[config.mk]
export PLATFORM = sky130hd
export DESIGN_NAME = ring_rr_arbiter
export DESIGN_NICKNAME = d
export VERILOG_FILES = /design/src/rtl/ring_rr_arbiter.sv
export SDC_FILE = /design/constraint.sdc
export NUM_CORES = 1
export LEC_CHECK = 0
export CAP_MARGIN = 15
export CORE_ASPECT_RATIO = 0.8
export CORE_MARGIN = 4
export CORE_UTILIZATION = 45
export DETAILED_ROUTE_END_ITERATION = 16
export PLACE_DENSITY = 0.81
export SYNTH_ARGS = -nofsm -noshare
export SYNTH_HDL_FRONTEND = slang
export SYNTH_SLANG_ARGS = --single-unit
[constraint.sdc]
create_clock -name i_clk -period 4.8 [get_ports i_clk]
set_input_delay 0.72 -clock i_clk [delete_from_list [all_inputs] [get_ports i_clk]]
set_output_delay 0.72 -clock i_clk [all_outputs]
set_load 0.1 [all_outputs]
[src/rtl/ring_rr_arbiter.sv]
// ----------------------------------------------------------------------------
// ring_rr_arbiter
//
// Round-robin arbiter for NUM_REQ requesters sharing one resource. A one-hot
// priority pointer walks from the MSB toward the LSB. The search for a winner
// starts at the pointer and moves downward, wrapping from bit 0 to the MSB.
// After a grant to index k the pointer moves to k-1, so the winner gets the
// lowest priority for the next arbitration.
//
// A grant is held until one of these happens:
//   - the owner releases the resource;
//   - the owner drops its request;
//   - the hold counter reaches MAX_HOLD. This case raises o_timeout.
// At least one idle cycle always separates two consecutive grants.
//
// Ports
//   i_clk          rising-edge clock
//   i_reset        synchronous active-high reset
//   i_req          per-requester level request
//   i_release      owner frees the resource (ignored while idle)
//   o_grant        one-hot grant, or all zero
//   o_grant_valid  high exactly when o_grant is nonzero
//   o_grant_id     index of the granted bit, 0 when idle
//   o_timeout      one-cycle pulse when the hold limit alone revoked a grant
// ----------------------------------------------------------------------------
module ring_rr_arbiter #(
    parameter int NUM_REQ  = 8,
    parameter int MAX_HOLD = 15
) (
    input  logic                       i_clk,
    input  logic                       i_reset,
    input  logic [NUM_REQ-1:0]         i_req,
    input  logic                       i_release,
    output logic [NUM_REQ-1:0]         o_grant,
    output logic                       o_grant_valid,
    output logic [$clog2(NUM_REQ)-1:0] o_grant_id,
    output logic                       o_timeout
);

    localparam int         ID_W     = $clog2(NUM_REQ);
    localparam logic [3:0] HOLD_LIM = 4'(MAX_HOLD);

    typedef enum logic {
        S_IDLE  = 1'b0,
        S_GRANT = 1'b1
    } state_t;

    state_t             state_q, state_d;
    logic [NUM_REQ-1:0] ptr_q, ptr_d;
    logic [3:0]         hold_q, hold_d;
    logic [NUM_REQ-1:0] grant_q, grant_d;
    logic               valid_q, valid_d;
    logic [ID_W-1:0]    grant_id_q, grant_id_d;
    logic               timeout_q, timeout_d;

    logic [NUM_REQ-1:0] req_lo;
    logic [NUM_REQ-1:0] search;
    logic [NUM_REQ-1:0] win_oh;
    logic [ID_W-1:0]    win_id;
    logic               owner_req;
    logic               rel_exit;
    logic               lim_exit;

    // The downward search from the pointer has two parts. First come the
    // requests at or below the pointer, highest index first. If none of
    // those is set, the search wraps to the whole vector, again highest
    // index first. ptr | (ptr - 1) is the mask of bits at or below the
    // one-hot pointer.
    always_comb begin
        req_lo = i_req & (ptr_q | (ptr_q - NUM_REQ'(1)));
        search = (|req_lo) ? req_lo : i_req;
        win_oh = '0;
        win_id = '0;
        for (int i = 0; i < NUM_REQ; i++) begin
            if (search[i]) begin
                win_oh = NUM_REQ'(1) << i;
                win_id = ID_W'(i);
            end
        end
    end

    assign owner_req = |(i_req & grant_q);
    assign rel_exit  = i_release || !owner_req;
    assign lim_exit  = (MAX_HOLD != 0) && (hold_q == HOLD_LIM);

    always_comb begin
        state_d    = state_q;
        ptr_d      = ptr_q;
        hold_d     = hold_q;
        grant_d    = grant_q;
        valid_d    = valid_q;
        grant_id_d = grant_id_q;
        timeout_d  = 1'b0;

        unique case (state_q)
            S_IDLE: begin
                grant_d    = '0;
                valid_d    = 1'b0;
                grant_id_d = '0;
                if (|i_req) begin
                    state_d    = S_GRANT;
                    grant_d    = win_oh;
                    valid_d    = 1'b1;
                    grant_id_d = win_id;
                    hold_d     = 4'd1;
                    // Rotate the winner one place toward the LSB. A winner
                    // at bit 0 wraps the pointer to the MSB.
                    ptr_d      = {win_oh[0], win_oh[NUM_REQ-1:1]};
                end
            end
            S_GRANT: begin
                if (rel_exit || lim_exit) begin
                    state_d    = S_IDLE;
                    grant_d    = '0;
                    valid_d    = 1'b0;
                    grant_id_d = '0;
                    // A release in the same cycle as the hold limit counts
                    // as a normal release, not a timeout.
                    timeout_d  = lim_exit && !rel_exit;
                end else begin
                    hold_d = (hold_q == 4'hF) ? hold_q : hold_q + 4'd1;
                end
            end
            default: begin
                state_d = S_IDLE;
            end
        endcase
    end

    always_ff @(posedge i_clk) begin
        if (i_reset) begin
            state_q    <= S_IDLE;
            ptr_q      <= {1'b1, {(NUM_REQ-1){1'b0}}};
            hold_q     <= 4'd0;
            grant_q    <= '0;
            valid_q    <= 1'b0;
            grant_id_q <= '0;
            timeout_q  <= 1'b0;
        end else begin
            state_q    <= state_d;
            ptr_q      <= ptr_d;
            hold_q     <= hold_d;
            grant_q    <= grant_d;
            valid_q    <= valid_d;
            grant_id_q <= grant_id_d;
            timeout_q  <= timeout_d;
        end
    end

    assign o_grant       = grant_q;
    assign o_grant_valid = valid_q;
    assign o_grant_id    = grant_id_q;
    assign o_timeout     = timeout_q;

endmodule

==> flow_summary.ini, run 1 <==
[worst_hold_path]
hp-class = reg2reg
min_from = o_grant[1]

[sta]
layout_min_cycle_time_ps = 2840
setup_tns_ps = 0
relSlewSlack = 0.327
period_share = 0.593
worst_pin_slew_ps = 1010
rsz0062_at_grt = no
finClkSkew_ps = 7.93
fin_ws_ps = 1960
finalHoldViolCount = 0
slew_viol_final = 0
setup_viol = 0
fmax_mhz = 352

[grt]
grt_pass1_wl_um = 6770
grt_max_degree = 19
grt_pass1_vias = 1419
grt.total_usage = 0.203
antenna_found_initial = 0
grt.overflow.total = 0

[drt]
routed_wl_um = 3900
wl_per_cell_um = 16.8
route.met2.wl_um = 1760
dr_wl_met3_um = 284
top_layer_used = met4
drc = 0
via_per_inst = 6.12
via_count = 1426
dr.pass1.iters = 4
drt-met1-wl_um = 1810
drt_iter0_drc = 199
drtAntennaViolNets = 0

[placement]
port_buffers = 23
post-place-ws_ps = 1710
hpwlAfterDp_um = 2960
dp_cells = 229
place.gp.congestion = 0.945

[setup_path]
crit_chain = clkdlybuf4s50_1 -> nor2b_1 -> o2111ai_2 -> o2111ai_1 -> o21ba_1 -> or4b_4 -> o21ai_1
r2r-start = ptr_q[2]
slowest_delay_ps = 570
slowest_stage = clkdlybuf4s50_1
start_kind = primary input
startpoint = i_req[7]
path_buf_inv = 1
cp.arrival_ps = 3050
crit_family = compound AO/OA/AOI/OAI gates
crit_fanout = 8
cp.required_ps = 5000
crit_type = in2reg
critPathCaptureType = flip-flop

[layout]
multi_input_area_sq_um = 855
num_antenna_cells = 0
final_nets = 208
drive_above_1_share = 0.0923
stdcell_count = 233
fillers = 260
area_growth_syn_to_layout_pct = 22.2
layout.area.seq_sq_um = 520

[floorplanning]
start_util = 0.493
die_width_um = 70.9
core_area_sq_mm = 0.00289
std_cell_rows = 17
num_io_pins = 24
dieArea_sq_mm = 0.00414
die_h_um = 58.4

[clock_tree]
clk_latency_ps = 270
cts_sinks = 26
clkTransAtPathRegs_ps = 90
cts_root_buffer = clkbuf_8
cts_max_path_buffers = 2
cts_max_level = 1
post_cts_resize_count = 0
cts_setup_buffers = 0
cts_hold_buf = 0
cts_tree = done
cts_buffers = 3

[yosys]
ys_ff_latch = 26
synth_area_leaders = dfxtp_1, nand2_1, a21oi_1
synth.top_cell.area_share = 0.365
yosysSeqAreaShare = 0.365
yosysMostFrequentCell = nand2_1
synth_common_cells = nand2_1, dfxtp_1, a21oi_1, nor2_1, clkbuf_1
syn-cell-area_sq_mm = 0.00143
syn_nets = 189
synth_cells = 177
synth_top_area_cell = dfxtp_1
synth_ff_type = dfxtp_1
syn_avg_cell_area_sq_um = 8.06
synth_cell_types = 51
synth-edff-count = 0
yosysWarnings = 0
async_flop_share = 0

[run_status]
status = completed

[run]
max_cap_violations = 0

[pwr]
power.density_mw_per_mm2 = 322
peakVddDrop_mv = 0.339
p_leak_nw = 0.601
==> area by class of cell <==
class,instances,share of cell area
clock buffer,3,0.0237
multi-input combinational,138,0.490
inverter,3,0.00646
clock inverter,1,0.0172
tap,38,0.0273
sequential,26,0.299
timing repair buffer,24,0.136
==> routing by layer <==
| metal | track usage | vias to the layer above |
|---|---|---|
| met5 | 0 | - |
| met4 | 0.0643 | 0 |
| met3 | 0.0529 | 8 |
| met2 | 0.313 | 61 |
| met1 | 0.279 | 657 |
| li1 | - | 700 |
==> power by group <==
group          switching (mW)  internal (mW)  leakage [nW]  total [mW]
logic                  0.0966         0.0445         0.352       0.141
clock network          0.0705          0.112        0.0357       0.182
registers              0.0109          0.226         0.213       0.237
total                   0.178          0.382         0.601       0.561
==> final timing paths <==
kind | end | slack, ps | cells past startpoint
setup reg to reg | ptr_q[0] | 2640 | 6
hold reg to reg | o_grant[1] | 480 | 2
setup / recovery | ptr_q[0] | 1960 | 7
hold / removal | o_grant[1] | 480 | 2
==> cells in the final DEF (no fill, tap or decap), types with 3 or more instances in the layout <==
master	count
a21oi_1	16
a22oi_1	6
clkbuf_8	3
clkdlybuf4s50_1	23
dfxtp_1	26
inv_1	3
nand2_1	27
nand3_1	3
nand4_1	3
nor2_1	15
nor2b_1	4
nor3_1	7
o21ai_0	6
o21ai_1	4
==> metrics by stage <==
stage          area, sq um  hold WS [ps]  total power, mW   util
6_report              1740           475            0.561  0.603
5_1_grt               1740           519            0.583  0.603
4_1_cts               1740           485            0.561  0.603
3_5_place_dp          1670           473            0.382  0.578
3_3_place_gp          1670           461            0.381  0.578
2_1_floorplan         1430           454            0.342      -
==> flip-flops by register name, summed over array words and instances (netlist names) <==
signal,flops
o_grant,8
ptr_q,8
hold_q,4
o_grant_id,3
o_grant_valid,1
o_timeout,1
state_q,1
==> kinds of logic (layout without fill, tap and decap cells) <==
kind of cell / Yosys count / in the layout / share of synthesized area
AO/OA/AOI/OAI: 61 / 61 / 0.307
flip-flops: 26 / 26 / 0.365
adder cells (fa/ha/maj): 1 / 1 / 0.00877
buffers and inverters: 13 / 31 / 0.0360
AND/OR/NAND/NOR: 74 / 74 / 0.271
XOR/XNOR: 2 / 2 / 0.0123
==> worst min-delay path, stage by stage (launching register included) <==
cell	delay, ps
dfxtp_1	330
nand2_1	50
o21ai_1	50
No activity file was read; power rests on OpenSTA's default activity.
==> run 2, diff against run 1 <==
--- a/config.mk
+++ b/config.mk
@@ -10,7 +10,7 @@
 export CORE_MARGIN = 4
 export CORE_UTILIZATION = 45
 export DETAILED_ROUTE_END_ITERATION = 16
-export PLACE_DENSITY = 0.81
+export PLACE_DENSITY = 0.84
 export SYNTH_ARGS = -nofsm -noshare
 export SYNTH_HDL_FRONTEND = slang
 export SYNTH_SLANG_ARGS = --single-unit
==> constraint.sdc (replaced) <==
create_clock -name i_clk -period 2.42 [get_ports i_clk]
set_input_delay 0.363 -clock i_clk [delete_from_list [all_inputs] [get_ports i_clk]]
set_output_delay 0.363 -clock i_clk [all_outputs]
set_load 0.1 [all_outputs]
==> flow_summary.ini, run 2 (synthesized netlist as in run 1, its figures left out) <==
[run_status]
status = completed

[drt]
drt_iter0_drc = 173
via_per_inst = 6.12
dr.pass1.iters = 4
drtAntennaViolNets = 0
wl_per_cell_um = 17.3
via_count = 1585
routed_wl_um = 4480
drc = 0

[setup_path]
slowest_delay_ps = 520
worstRegToRegCells = 7
cp.required_ps = 2620
cp.arrival_ps = 2440
crit_fanout = 6
crit_type = reg2reg
start_kind = flip-flop
crit_family = simple AND/OR/NAND/NOR gates
crit_chain = nor4_4 -> o2111ai_2 -> buf_4 -> nand3_2 -> o21ai_2 -> or4b_4 -> o21ai_1
critPathCaptureType = flip-flop
path_depth = 7
slowest_stage = nor4_4
path_buf_inv = 1

[sta]
setup_tns_ps = 0
setup_viol = 0
rsz0062_at_grt = no
relSlewSlack = 0.675
worst_pin_slew_ps = 483
fin_ws_ps = 180
fmax_mhz = 446
layout_min_cycle_time_ps = 2240
finalHoldViolCount = 0
finClkSkew_ps = 5.35
period_share = 0.926
slew_viol_final = 0

[floorplanning]
die_h_um = 58.4
dieArea_sq_mm = 0.00414
core_area_sq_mm = 0.00289
start_util = 0.493
std_cell_rows = 17
die_width_um = 70.9
num_io_pins = 24

[clock_tree]
cts_hold_buf = 0
cts_max_path_buffers = 2
clkTransAtPathRegs_ps = 80
clk_latency_ps = 270
cts_sinks = 26
cts_max_level = 1
cts_root_buffer = clkbuf_8
post_cts_resize_count = 0
cts_tree = done
cts_setup_buffers = 0
cts_buffers = 3

[layout]
final_common_cell = buf_4
final_nets = 234
drive_above_1_share = 0.258
layout_common_cells = buf_4, nand2_1, dfxtp_1
area_growth_syn_to_layout_pct = 33.6
num_antenna_cells = 0

[grt]
antenna_found_initial = 0
grt_max_degree = 16
grt_pass1_vias = 1489
grt_pass1_wl_um = 7290
grt.overflow.total = 0
grt.total_usage = 0.222

[placement]
place.gp.congestion = 0.981
hpwlAfterDp_um = 3520
post-place-ws_ps = -32.9
port_buffers = 23

[worst_hold_path]
hold_depth = 2
hp-class = reg2reg

[pwr]
power.density_mw_per_mm2 = 601
p_leak_nw = 0.750
peakVddDrop_mv = 0.595

[run]
max_cap_violations = 0
## run 2: cell types whose count changed in the layout (fill, tap and decap cells not counted), sizes merged
cell | previous run | this run
clkdlybuf4s50 | 23 | 10
buf | 1 | 40
## run 2: stage by stage
step                std cells  total power, mW  hold WS (ps)   util  cell area [sq um]
floorplan                 177            0.678           454      -               1430
global placement          255            0.794           474  0.634               1830
detailed placement        255            0.796           486  0.634               1830
CTS                       259             1.14           500  0.659               1910
global route              259             1.19           512  0.659               1910
finish                    259             1.15           501  0.659               1910
## run 2: final timing paths
kind / start / endpoint / slack [ps]
worst max register to register: ptr_q[0] / o_grant[1] / 180
worst min register to register: o_grant[1] / o_grant[1] / 500
worst min-delay path: o_grant[1] / o_grant[1] / 500
worst max-delay path: ptr_q[0] / o_grant[1] / 180
## run 2: final cells by class
cell class,instances,area [sq um]
Clock buffer,3,41.3
Sequential cell,26,520
Fill cell,249,987
Multi-Input combinational cell,138,855
Clock inverter,1,30.0
Tap cell,38,47.5
Timing Repair Buffer,50,400
Inverter,3,11.3
## run 2: report_power, final
group,total (mW),internal [mW],switching [mW]
combinational,0.320,0.117,0.204
clock,0.354,0.221,0.133
sequential,0.471,0.449,0.0222
total,1.15,0.787,0.359
## run 2: worst reg2reg max path, stage by stage, from the launching register on
cell	delay, ps
dfxtp_1	380
nor4_4	520
o2111ai_2	250
buf_4	200
nand3_2	70
o21ai_2	80
or4b_4	520
o21ai_1	160
## run 2: routing by layer
layer	global-route usage	share of wire	wire length, um
met1	0.307	0.46	2040
met2	0.362	0.46	2040
met3	0.0427	0.077	347
met4	0.0483	0.0098	44
met5	0	0	0
==> run 3, diff against run 2 <==
--- a/config.mk
+++ b/config.mk
@@ -7,8 +7,9 @@
 export LEC_CHECK = 0
 export CAP_MARGIN = 15
 export CORE_ASPECT_RATIO = 0.8
-export CORE_MARGIN = 4
+export CORE_MARGIN = 2
 export CORE_UTILIZATION = 45
+export CTS_BUF_LIST = sky130_fd_sc_hd__clkbuf_2 sky130_fd_sc_hd__clkbuf_4 sky130_fd_sc_hd__clkbuf_8
 export DETAILED_ROUTE_END_ITERATION = 16
 export PLACE_DENSITY = 0.84
 export SYNTH_ARGS = -nofsm -noshare
==> flow_summary.ini, run 3 (synthesized netlist as in run 1, its figures left out) <==
[run_status]
status = completed

[grt]
antenna_found_initial = 0
grt.overflow.total = 0
grt_pass1_wl_um = 6720
grt.total_usage = 0.250
grt_max_degree = 16
grt_pass1_vias = 1394

[setup_path]
cp.arrival_ps = 2390
crit_type = in2reg
critPathCaptureType = flip-flop
crit_fanout = 5
cp.required_ps = 2620
start_kind = primary input

[layout]
num_antenna_cells = 0
stdcell_count = 262
area_growth_syn_to_layout_pct = 34.3
multi_input_area_sq_um = 855
design_area_sq_mm = 0.00192
utilization = 0.625
layout_common_cells = buf_4, nand2_1, dfxtp_1
final_common_cell = buf_4
drive_above_1_share = 0.261
fillers = 280
layout.area.seq_sq_um = 520
final_nets = 235

[drt]
via_per_inst = 5.90
routed_wl_um = 4200
drt_iter0_drc = 159
wl_per_cell_um = 16.0
drc = 0
drtAntennaViolNets = 0
dr.pass1.iters = 4
via_count = 1546

[placement]
hpwlAfterDp_um = 3130
place.gp.congestion = 0.980
placed_area_sq_mm = 0.00184
dp_cells = 258
post-place-ws_ps = 13.0
port_buffers = 23

[clock_tree]
cts_setup_buffers = 0
cts_buffers = 3
post_cts_resize_count = 0
clkTransAtPathRegs_ps = 90
cts_max_path_buffers = 2
cts_root_buffer = clkbuf_8
cts_max_level = 1
clk_latency_ps = 270
cts_hold_buf = 0
cts_tree = done
cts_sinks = 26

[sta]
fin_ws_ps = 238
finClkSkew_ps = 3.07
worst_pin_slew_ps = 512
fmax_mhz = 458
relSlewSlack = 0.655
slew_viol_final = 0
period_share = 0.901
rsz0062_at_grt = no
finalHoldViolCount = 0
setup_viol = 0
layout_min_cycle_time_ps = 2180
setup_tns_ps = 0

[floorplanning]
num_io_pins = 24
std_cell_rows = 18
die_width_um = 66.9
start_util = 0.466
dieArea_sq_mm = 0.00364
core_area_sq_mm = 0.00306
die_h_um = 54.4

[worst_hold_path]
hp-class = reg2reg

[run]
max_cap_violations = 0

[pwr]
p_leak_nw = 0.754
power.density_mw_per_mm2 = 600
peakVddDrop_mv = 0.368
[run 3: worst max-delay path, stage by stage]
cell	delay, ps
clkdlybuf4s50_1	500
buf_4	200
inv_1	160
o2111ai_1	210
o21ba_1	300
or4b_4	490
o21ai_1	150
[run 3: layout make-up]
class	count	share of cell area
tap	40	0.0261
timing repair buffer	51	0.213
clock inverter	1	0.0157
inverter	3	0.00588
clock buffer	3	0.0216
multi-input combinational	138	0.446
sequential	26	0.272
[run 3: layer usage]
| metal | vias up | wire [um] | part of all wire | track usage |
|---|---|---|---|---|
| li1 | 753 | - | - | - |
| met2 | 69 | 1910 | 0.45 | 0.407 |
| met4 | 0 | 85 | 0.020 | 0.0646 |
| met1 | 716 | 1890 | 0.45 | 0.348 |
| met5 | - | 0 | 0 | 0 |
| met3 | 8 | 321 | 0.076 | 0.0391 |
[run 3: power breakdown]
part           internal (mW)  leakage, nW  switching, mW
logic                  0.119        0.506          0.205
clock network          0.221       0.0357          0.135
registers              0.449        0.213         0.0208
[run 3: final timing paths]
path                                  from         end  slack [ps]  cells after the start
worst min register to register  o_grant[7]  o_grant[7]         480                      2
worst min-delay path            o_grant[7]  o_grant[7]         480                      2
worst max-delay path              i_req[5]    ptr_q[1]         240                      7
worst max register to register    ptr_q[1]    ptr_q[1]         260                      7
[run 3: per-stage QoR]
| stage | hold slack [ps] | total power [mW] |
|---|---|---|
| floorplan | 454 | 0.678 |
| global placement | 468 | 0.792 |
| detailed placement | 474 | 0.795 |
| CTS | 487 | 1.16 |
| global route | 506 | 1.20 |
| finish | 485 | 1.15 |
==> RTL edit, RTL diff (flow settings as in run 3) <==
Set the parameter `NUM_REQ` to 4 (it was 8).
--- a/src/rtl/ring_rr_arbiter.sv
+++ b/src/rtl/ring_rr_arbiter.sv
@@ -26,3 +26,3 @@
 module ring_rr_arbiter #(
-    parameter int NUM_REQ  = 8,
+    parameter int NUM_REQ  = 4,
     parameter int MAX_HOLD = 15
Interface: changed (resized i_req, o_grant and o_grant_id); port bits go from 24 to 15. The function was not compared with the original's and may differ.
==> RTL edit against run 3 <==
Area after synthesis decreased by 45%; highest routed layer unchanged; wire length decreased by 58%; design area decreased by 50%; clock power decreased by 54%; largest power group unchanged; setup slack improved by 0.34 ns; largest cell class unchanged; sequential cell count decreased by 9; count of clock-buffer cells in the layout increased by 1; power decreased by 46%; critical path type unchanged.
==> RTL edit: results (changes against run 3) <==
===============================================================================
Outcome                                                            finished, final reports clean   unchanged
Met3 GRT Util                                                             5.40%   was 3.91%
Timing endpoint of the critical path                                  hold_q[0]   was ptr_q[1]
Synthesized-area fraction occupied by adder cells                         1.58%   was 0.877%
Met3 wire length                                                          86 um   was 321 um
Xor/xnor cell area share of the yosys netlist                             2.22%   was 1.23%
Worst Path Arrival                                                      2.05 ns   was 2.39 ns
Leakage power                                                          0.377 nW   was 0.754 nW
Final Cycle Share                                                         76.2%   was 90.1%
Startpoint of the lowest-slack hold path                           o_grant_id[0]   was o_grant[7]
Number of cells traversed by the worst register-to-register path              6   was 7
Instance area at placement                                              937 um2   was 1840 um2
Share of the yosys chip area belonging to registers                       43.0%   was 36.5%
Via count                                                                   741   was 1546
Share of the synthesized area in compound gates (AO/OA/AOI/OAI)           27.7%   was 30.7%
Total wire length                                                       1760 um   was 4200 um
FF-to-FF setup slack                                                    0.74 ns   was 0.26 ns
Wire length of the first global-routing pass                            3060 um   was 6720 um
Hold Crit Endpoint                                                 o_grant_id[0]   was o_grant[7]
Root buffer cell                                                   sky130_fd_sc_hd__clkbuf_4   was sky130_fd_sc_hd__clkbuf_8
Post-Route Skew                                                      0.00155 ns   was 0.00307 ns
Worst skew pair latency                                                 0.29 ns   was 0.27 ns
Worst hold margin                                                      0.461 ns   was 0.485 ns
Delay contributed by the slowest stage of the critical path             0.65 ns   was 0.50 ns
Syn avg cell area                                                      8.79 um2   was 8.06 um2
Leading post-synthesis cells by cell area                          sky130_fd_sc_hd__dfxtp_1 43%, sky130_fd_sc_hd__a21oi_1 7.6%, sky130_fd_sc_hd__o21ai_0 3.8%   was sky130_fd_sc_hd__dfxtp_1 36%, sky130_fd_sc_hd__nand2_1 7.1%, sky130_fd_sc_hd__a21oi_1 5.6%
Cell internal power dissipation                                        0.415 mW   was 0.789 mW
Part of the power in combinational logic                                  23.6%   was 28.2%
Global placement routability congestion                                   0.930   was 0.980
Worst-case setup slack after placement                                 0.275 ns   was 0.0130 ns
Headroom to the max-slew limit                                            62.8%   was 65.5%
Synth unique cells                                                           35   was 51
Initial drt markers                                                           9   was 159
Post-detailed-route via-to-cell ratio                                      5.74   was 5.90
Net switching power figure                                             0.206 mW   was 0.361 mW
Layout cell share with drive strength beyond 1                            19.6%   was 26.1%
Syn-to-layout area delta                                                  22.3%   was 34.3%
Wire length on met1                                                      783 um   was 1890 um
Total global routing track utilization                                    19.1%   was 25.0%
Cell Count Post-Placement                                                   125   was 258
Net count of the mapped netlist                                              98   was 189
GR met2 Demand/Resource                                                   35.3%   was 40.7%
Power dissipated in the clock network                                  0.162 mW   was 0.356 mW
Reg-to-reg critical path startpoint                                   hold_q[0]   was ptr_q[1]
Worst ir drop on vdd                                                   0.422 mV   was 0.368 mV
Start point of the critical path                                       i_req[0]   was i_req[5]
===============================================================================
==> RTL edit: cell count changes after synthesis, sizes merged, moves of 3 or more <==
cell | run 3 | this run
dfxtp | 26 | 17
a22oi | 6 | 2
nand3 | 5 | 1
clkbuf | 8 | 1
nor2 | 15 | 8
a21oi | 17 | 12
o21ai | 12 | 7
nor2b | 4 | 1
a22o | 3 | 0
nand2 | 27 | 6
==> RTL edit: final cells by class <==
type | count | area share [%]
timing repair buffer | 16 | 14.0
multi-input combinational | 66 | 43.3
tap | 22 | 2.85
clock buffer | 4 | 3.10
sequential | 17 | 35.2
inverter | 4 | 1.55
==> RTL edit: worst max-delay path: cells and delay by family <==
family | cells | cell delay [ns]
compound gates | 3 | 0.74
buf+inv | 2 | 0.88
simple gates | 1 | 0.07
==> RTL edit: logic make-up after synthesis <==
| family | count (synthesis) |
|---|---|
| xor+xnor | 2 |
| simple gates | 31 |
| compound gates | 32 |
| buf+inv | 7 |
| flops | 17 |
| fa+ha+maj | 1 |
